File: src/rtl/flow_meter_pkg.sv
// Shared types and helpers for the multi-channel flow delta meter.
// Holds the FSM encoding, the channel-index width rule and the saturating add.
package flow_meter_pkg;

    typedef enum logic [1:0] {
        ST_IDLE    = 2'd0,
        ST_SCAN    = 2'd1,
        ST_PUBLISH = 2'd2
    } state_e;

    // Wide enough for any accumulator this block is expected to carry.
    localparam int SAT_W = 64;

    function automatic int unsigned idx_width(input int unsigned n);
        return (n <= 1) ? 1 : $clog2(n);
    endfunction

    function automatic logic [SAT_W:0] sat_limit(input int unsigned acc_w);
        return ((SAT_W+1)'(1) << acc_w) - (SAT_W+1)'(1);
    endfunction

    function automatic logic sat_clips(input logic [SAT_W-1:0] a,
                                       input logic [SAT_W-1:0] b,
                                       input int unsigned      acc_w);
        return ({1'b0, a} + {1'b0, b}) > sat_limit(acc_w);
    endfunction

    function automatic logic [SAT_W-1:0] sat_add(input logic [SAT_W-1:0] a,
                                                 input logic [SAT_W-1:0] b,
                                                 input int unsigned      acc_w);
        logic [SAT_W:0] sum;
        logic [SAT_W:0] lim;
        sum = {1'b0, a} + {1'b0, b};
        lim = sat_limit(acc_w);
        if (sum > lim) begin
            return lim[SAT_W-1:0];
        end
        return sum[SAT_W-1:0];
    endfunction

endpackage

File: src/rtl/tick_divider.sv
// Period counter: counts enabled cycles and emits a one-cycle tick every TICK_DIV of them.
// The tick is decoded from the counter register so it lines up with the wrap edge.
module tick_divider #(
    parameter int TICK_DIV = 50_000_000
) (
    input  logic clk,
    input  logic rst,
    input  logic i_en,
    input  logic i_clear,
    output logic o_tick
);

    localparam int CW = (TICK_DIV <= 1) ? 1 : $clog2(TICK_DIV);

    logic [CW-1:0] r_cnt;
    logic          w_last;

    assign w_last = (r_cnt == CW'(TICK_DIV - 1));
    assign o_tick = i_en && w_last;

    always_ff @(posedge clk or posedge rst) begin
        if (rst) begin
            r_cnt <= '0;
        end else if (i_clear) begin
            r_cnt <= '0;
        end else if (i_en) begin
            r_cnt <= w_last ? '0 : r_cnt + CW'(1);
        end
    end

endmodule

File: src/rtl/flow_delta_meter.sv
// Snapshots CHANNELS meter counts each period, then scans them one per cycle to
// produce wrap-safe deltas and saturating running totals, flagged by a valid strobe.
module flow_delta_meter
    import flow_meter_pkg::*;
#(
    parameter int WIDTH     = 8,
    parameter int CHANNELS  = 4,
    parameter int ACC_WIDTH = 24,
    parameter int TICK_DIV  = 50_000_000
) (
    input  logic                          clk,
    input  logic                          rst,
    input  logic                          en,
    input  logic                          clear,
    input  logic [CHANNELS*WIDTH-1:0]     sample_in,
    output logic [CHANNELS*WIDTH-1:0]     delta_out,
    output logic [CHANNELS*ACC_WIDTH-1:0] total_out,
    output logic [CHANNELS-1:0]           overflow,
    output logic                          valid
);

    localparam int IDXW = idx_width(CHANNELS);

    state_e                r_state;
    logic [IDXW-1:0]       r_idx;
    logic                  r_primed;
    logic                  r_valid;
    logic [CHANNELS-1:0]   r_overflow;
    logic [WIDTH-1:0]      r_snap  [CHANNELS];
    logic [WIDTH-1:0]      r_prev  [CHANNELS];
    logic [WIDTH-1:0]      r_delta [CHANNELS];
    logic [ACC_WIDTH-1:0]  r_total [CHANNELS];

    logic                  w_run;
    logic                  w_tick;
    logic                  w_last_ch;
    logic                  w_clip;
    logic [WIDTH-1:0]      w_delta;
    logic [ACC_WIDTH-1:0]  w_sat;

    // The period only advances while idle, so a scan never overlaps the next tick.
    assign w_run = en && (r_state == ST_IDLE);

    tick_divider #(
        .TICK_DIV (TICK_DIV)
    ) u_tick_divider (
        .clk     (clk),
        .rst     (rst),
        .i_en    (w_run),
        .i_clear (clear),
        .o_tick  (w_tick)
    );

    assign w_delta   = r_snap[r_idx] - r_prev[r_idx];
    assign w_sat     = ACC_WIDTH'(sat_add(SAT_W'(r_total[r_idx]), SAT_W'(w_delta), ACC_WIDTH));
    assign w_clip    = sat_clips(SAT_W'(r_total[r_idx]), SAT_W'(w_delta), ACC_WIDTH);
    assign w_last_ch = (r_idx == IDXW'(CHANNELS - 1));

    for (genvar g = 0; g < CHANNELS; g++) begin : g_pack
        assign delta_out[g*WIDTH +: WIDTH]         = r_delta[g];
        assign total_out[g*ACC_WIDTH +: ACC_WIDTH] = r_total[g];
    end

    assign overflow = r_overflow;
    assign valid    = r_valid;

    always_ff @(posedge clk or posedge rst) begin
        if (rst) begin
            r_state    <= ST_IDLE;
            r_idx      <= '0;
            r_primed   <= 1'b0;
            r_valid    <= 1'b0;
            r_overflow <= '0;
            for (int i = 0; i < CHANNELS; i++) begin
                r_snap[i]  <= '0;
                r_prev[i]  <= '0;
                r_delta[i] <= '0;
                r_total[i] <= '0;
            end
        end else if (clear) begin
            r_state    <= ST_IDLE;
            r_idx      <= '0;
            r_primed   <= 1'b0;
            r_valid    <= 1'b0;
            r_overflow <= '0;
            for (int i = 0; i < CHANNELS; i++) begin
                r_delta[i] <= '0;
                r_total[i] <= '0;
            end
        end else begin
            r_valid <= 1'b0;
            case (r_state)
                ST_IDLE: begin
                    if (w_tick) begin
                        for (int i = 0; i < CHANNELS; i++) begin
                            r_snap[i] <= sample_in[i*WIDTH +: WIDTH];
                        end
                        r_idx   <= '0;
                        r_state <= ST_SCAN;
                    end
                end
                ST_SCAN: begin
                    r_prev[r_idx] <= r_snap[r_idx];
                    if (r_primed) begin
                        r_delta[r_idx] <= w_delta;
                        r_total[r_idx] <= w_sat;
                        if (w_clip) begin
                            r_overflow[r_idx] <= 1'b1;
                        end
                    end else begin
                        r_delta[r_idx] <= '0;
                    end
                    // Raised on the way into PUBLISH so the strobe covers exactly that cycle.
                    if (w_last_ch) begin
                        r_valid <= r_primed;
                        r_state <= ST_PUBLISH;
                    end else begin
                        r_idx <= r_idx + IDXW'(1);
                    end
                end
                ST_PUBLISH: begin
                    r_primed <= 1'b1;
                    r_state  <= ST_IDLE;
                end
                default: begin
                    r_state <= ST_IDLE;
                end
            endcase
        end
    end

endmodule

File: config.mk
export PLATFORM = sky130hd
export DESIGN_NAME = flow_delta_meter
export DESIGN_NICKNAME = d
export VERILOG_FILES = /design/src/rtl/flow_meter_pkg.sv /design/src/rtl/tick_divider.sv /design/src/rtl/flow_delta_meter.sv
export SDC_FILE = /design/constraint.sdc
export NUM_CORES = 1
export LEC_CHECK = 0
export ABC_CLOCK_PERIOD_IN_PS = 6700
export BUFFER_PORTS_ARGS = -buffer_cell sky130_fd_sc_hd__buf_2
export CAP_MARGIN = 0
export CELL_PAD_IN_SITES_DETAIL_PLACEMENT = 0
export CELL_PAD_IN_SITES_GLOBAL_PLACEMENT = 2
export CORE_UTILIZATION = 34
export CTS_CLUSTER_DIAMETER = 40
export CTS_CLUSTER_SIZE = 14
export DETAILED_ROUTE_END_ITERATION = 6
export PLACE_DENSITY = 0.74
export SETUP_SLACK_MARGIN = 0.2
export SLEW_MARGIN = 40
export SYNTH_ARGS = -nofsm -noshare
export SYNTH_HDL_FRONTEND = slang
export SYNTH_HIERARCHICAL = 1
export SYNTH_SLANG_ARGS = --single-unit
File: constraint.sdc
create_clock -name clk -period 6.7 [get_ports clk]
set_input_delay 1.34 -clock clk [delete_from_list [all_inputs] [get_ports clk]]
set_output_delay 1.34 -clock clk [all_outputs]
set_load 0.05 [all_outputs]
==> flow_metrics.env <==
export IMPL_dr_pass1_iters=4
export IMPL_synth_area_top_cells="dfrtp_1 52%, mux4_2 8.2%, mux2_2 6.6%"
export IMPL_routedWlPerCell_um=20.3
export IMPL_syn_area_per_cell_um2=11.9
export IMPL_finalInstanceArea_um2=13700
export IMPL_die_area_um2=33000
export IMPL_worst_slack_ns=1.56
export IMPL_cp_required_ns=7.10
export IMPL_die_w_um=182
export IMPL_initial_core_util_pct=34.7
export IMPL_crit_fanout=24
export IMPL_timing_hold_ws_ns=0.477
export IMPL_cap_violations=0
export IMPL_finalSetupViolCount=0
export IMPL_fp_dieH_um=182
export IMPL_fin_crit_sh_pct=76.7
export IMPL_synth_ff_type="dfrtp_1"
export IMPL_fillerInstances=2970
export IMPL_top_level_ports=169
export IMPL_vias=8094
export IMPL_syn_cell_area_um2=11000
export IMPL_grt_pass1_vias=8381
export IMPL_wl_um=30900
export IMPL_fmax_ghz=0.195
export IMPL_async_flop_share_pct=100
export IMPL_relSlewSlack_pct=45.8
export IMPL_clockBufferDepth=3
export IMPL_leakage_nw=6.67
export IMPL_preCtsSetupSlack_ns=1.54
export IMPL_tns_ns=0
export IMPL_fin_crit_ns=5.14
export IMPL_rsz0062_at_grt="false"
export IMPL_end_kind="register"
export IMPL_crit_arrival_ns=5.54
export IMPL_reg2reg_slack_ns=1.56
export IMPL_timing_rr_start="r_idx[0]$_DFFE_PP0P_"
export IMPL_netlist_instances=922
export IMPL_hp_start="delta_out[7]$_DFFE_PP0P_"
export IMPL_ys_seq_area_share_pct=52.0
export IMPL_clk_pin_slew_ns=0.06
export IMPL_place_inst=1449
export IMPL_numCtsBuffers=39
export IMPL_drc=0
export IMPL_dpl_hpwl_um=21200
export IMPL_post_cts_setup_buffer_count=0
export IMPL_ir_drop_mv=0.161
export IMPL_hold_violations=0
export IMPL_grt_overflow=0
export IMPL_synth_warnings=6
export IMPL_gp_congestion=0.791
export IMPL_critPathLaunch="r_idx[0]$_DFFE_PP0P_"
export IMPL_cts_root_buffer="clkbuf_16"
export IMPL_worst_slew_pin_slew_ns=0.808
export IMPL_holdCritPathClass="register to register"
export IMPL_nets=1146
export IMPL_track_usage_pct=19.3
export IMPL_status="complete, no violations"
export IMPL_final_util_pct=43.2
export IMPL_port_buffers=168
export IMPL_cts_resized=0
export IMPL_clock_skew_ns=0.0217
export IMPL_critPathKind="register to register"
export IMPL_antenna_found_initial=0
export IMPL_htreeDepth=2
export IMPL_drt_iter0_drc=405
export IMPL_coreArea_um2=31600
export IMPL_synth_edf_count=0
export IMPL_ant_nets=0
export IMPL_synth_fp_nets=980
export IMPL_diodes=0
export IMPL_power_density_nw_per_um2=262
export IMPL_grt_max_degree=102
export IMPL_startpoint_type="register"
export IMPL_fin_cells=1520
export IMPL_area_growth_pct=24.6
export IMPL_dpl_cell_area_um2=12300
export IMPL_drive_gt1_share_pct=34.5
export IMPL_numClockSinks=228
export IMPL_postCtsHoldBufs=0
export IMPL_synth_top_area_share_pct=52.0
export IMPL_synth_seq_cells=228
export IMPL_fp_row_count=65
export IMPL_yosysTopAreaCell="dfrtp_1"
export IMPL_regArea_um2=5710
export IMPL_via_per_inst=5.33
export IMPL_grt_pass1_wl_um=49700
export IMPL_power_mw=3.58
export IMPL_cts_tree="built"
export IMPL_clkLatencyLatePin_ns=0.51
export IMPL_multi_input_area_um2=4960
export IMPL_yosysUniqueCellTypes=64
export IMPL_maxSlewViolCount=0
-- layout by cell type (no fill, tap or decap), drive strengths merged, types with 40 or more instances in the layout --
cell type,n
dfrtp,228
buf,181
o21ai,74
mux4,40
a22o,63
clkbuf,49
nand2,103
nor2,44
mux2,65
a21oi,41
-- worst max-delay path, stage by stage, from the launching register on --
cell and delay, ns:
dfrtp_4 0.75, mux4_2 0.63, inv_1 0.08, ha_1 0.16, inv_1 0.06, fa_1 0.39
nand2_1 0.09, nand2_1 0.05, a21oi_1 0.21, o21bai_1 0.09, a21oi_1 0.18, xnor2_1 0.30
ha_1 0.39, a21oi_1 0.23, nand2_1 0.09, o211a_1 0.33, o21ai_0 0.35, mux2i_1 0.22
nand3_1 0.16, a22o_1 0.24
-- kinds of logic (layout without fill, tap and decap cells) --
kind of cell | after synthesis | count (layout) | synth area share, %
buffers and inverters | 79 | 275 | 3.27
muxes | 107 | 107 | 15.1
and+or+nand+nor | 235 | 235 | 11.1
adders and majority gates | 22 | 22 | 2.64
AOI/OAI and AO/OA | 222 | 222 | 13.6
DFF | 228 | 228 | 52.0
xor gates and xnor gates | 29 | 29 | 2.31
-- cell usage after synthesis, types with 8 or more instances --
library cell and count:
nand2_1 100, or3_1 10, dfrtp_1 228, mux4_2 40, xor2_1 20, a21oi_1 41, mux2_2 64, inv_1 22
nor2_1 44, o21ai_0 69, ha_1 20, a22o_1 63, nand4_1 10, nand3_1 16, buf_2 14, clkbuf_1 32
and3_1 10, xnor2_1 9, and2_1 8
-- area by class of cell --
type,instances,area share (%)
Multi-Input combinational cell,615,36.2
Tap cell,402,3.68
Clock buffer,49,8.09
Sequential cell,228,41.8
Clock inverter,22,2.17
Inverter,23,0.659
Timing Repair Buffer,181,7.39
-- layer usage --
| layer | vias to the layer above | share of wire (%) | global-route usage, % |
|---|---|---|---|
| li1 | 3744 | - | - |
| met1 | 4077 | 48 | 27.8 |
| met2 | 208 | 44 | 29.2 |
| met3 | 65 | 4.7 | 3.39 |
| met4 | 0 | 3.4 | 7.12 |
| met5 | - | 0 | 0 |
-- state kept, by name, indices dropped and copies added, names as in the netlist --
register / flops
r_idx: 2
total_out: 96
valid: 1
delta_out: 32
r_prev: 32
r_state: 2
r_primed: 1
u_tick_divider/r_cnt: 26
r_snap: 32
overflow: 4
-- power breakdown --
part / switching, mW / internal [mW]
clock: 0.714 / 1.41
sequential: 0.00111 / 1.38
combinational: 0.0545 / 0.0181
total: 0.770 / 2.81
-- worst paths after layout --
path / end / depth (start not counted)
setup / recovery: total_out[69]$_DFFE_PP0P_ / 19
hold / removal: delta_out[7]$_DFFE_PP0P_ / 2
setup reg to reg: total_out[69]$_DFFE_PP0P_ / 19
hold reg to reg: delta_out[7]$_DFFE_PP0P_ / 2
max in group asynchronous: total_out[88]$_DFFE_PP0P_ / 4
min in group asynchronous: r_snap[31]$_DFFE_PP0P_ / 2
Note: power is estimated with default switching activity, not from simulation.
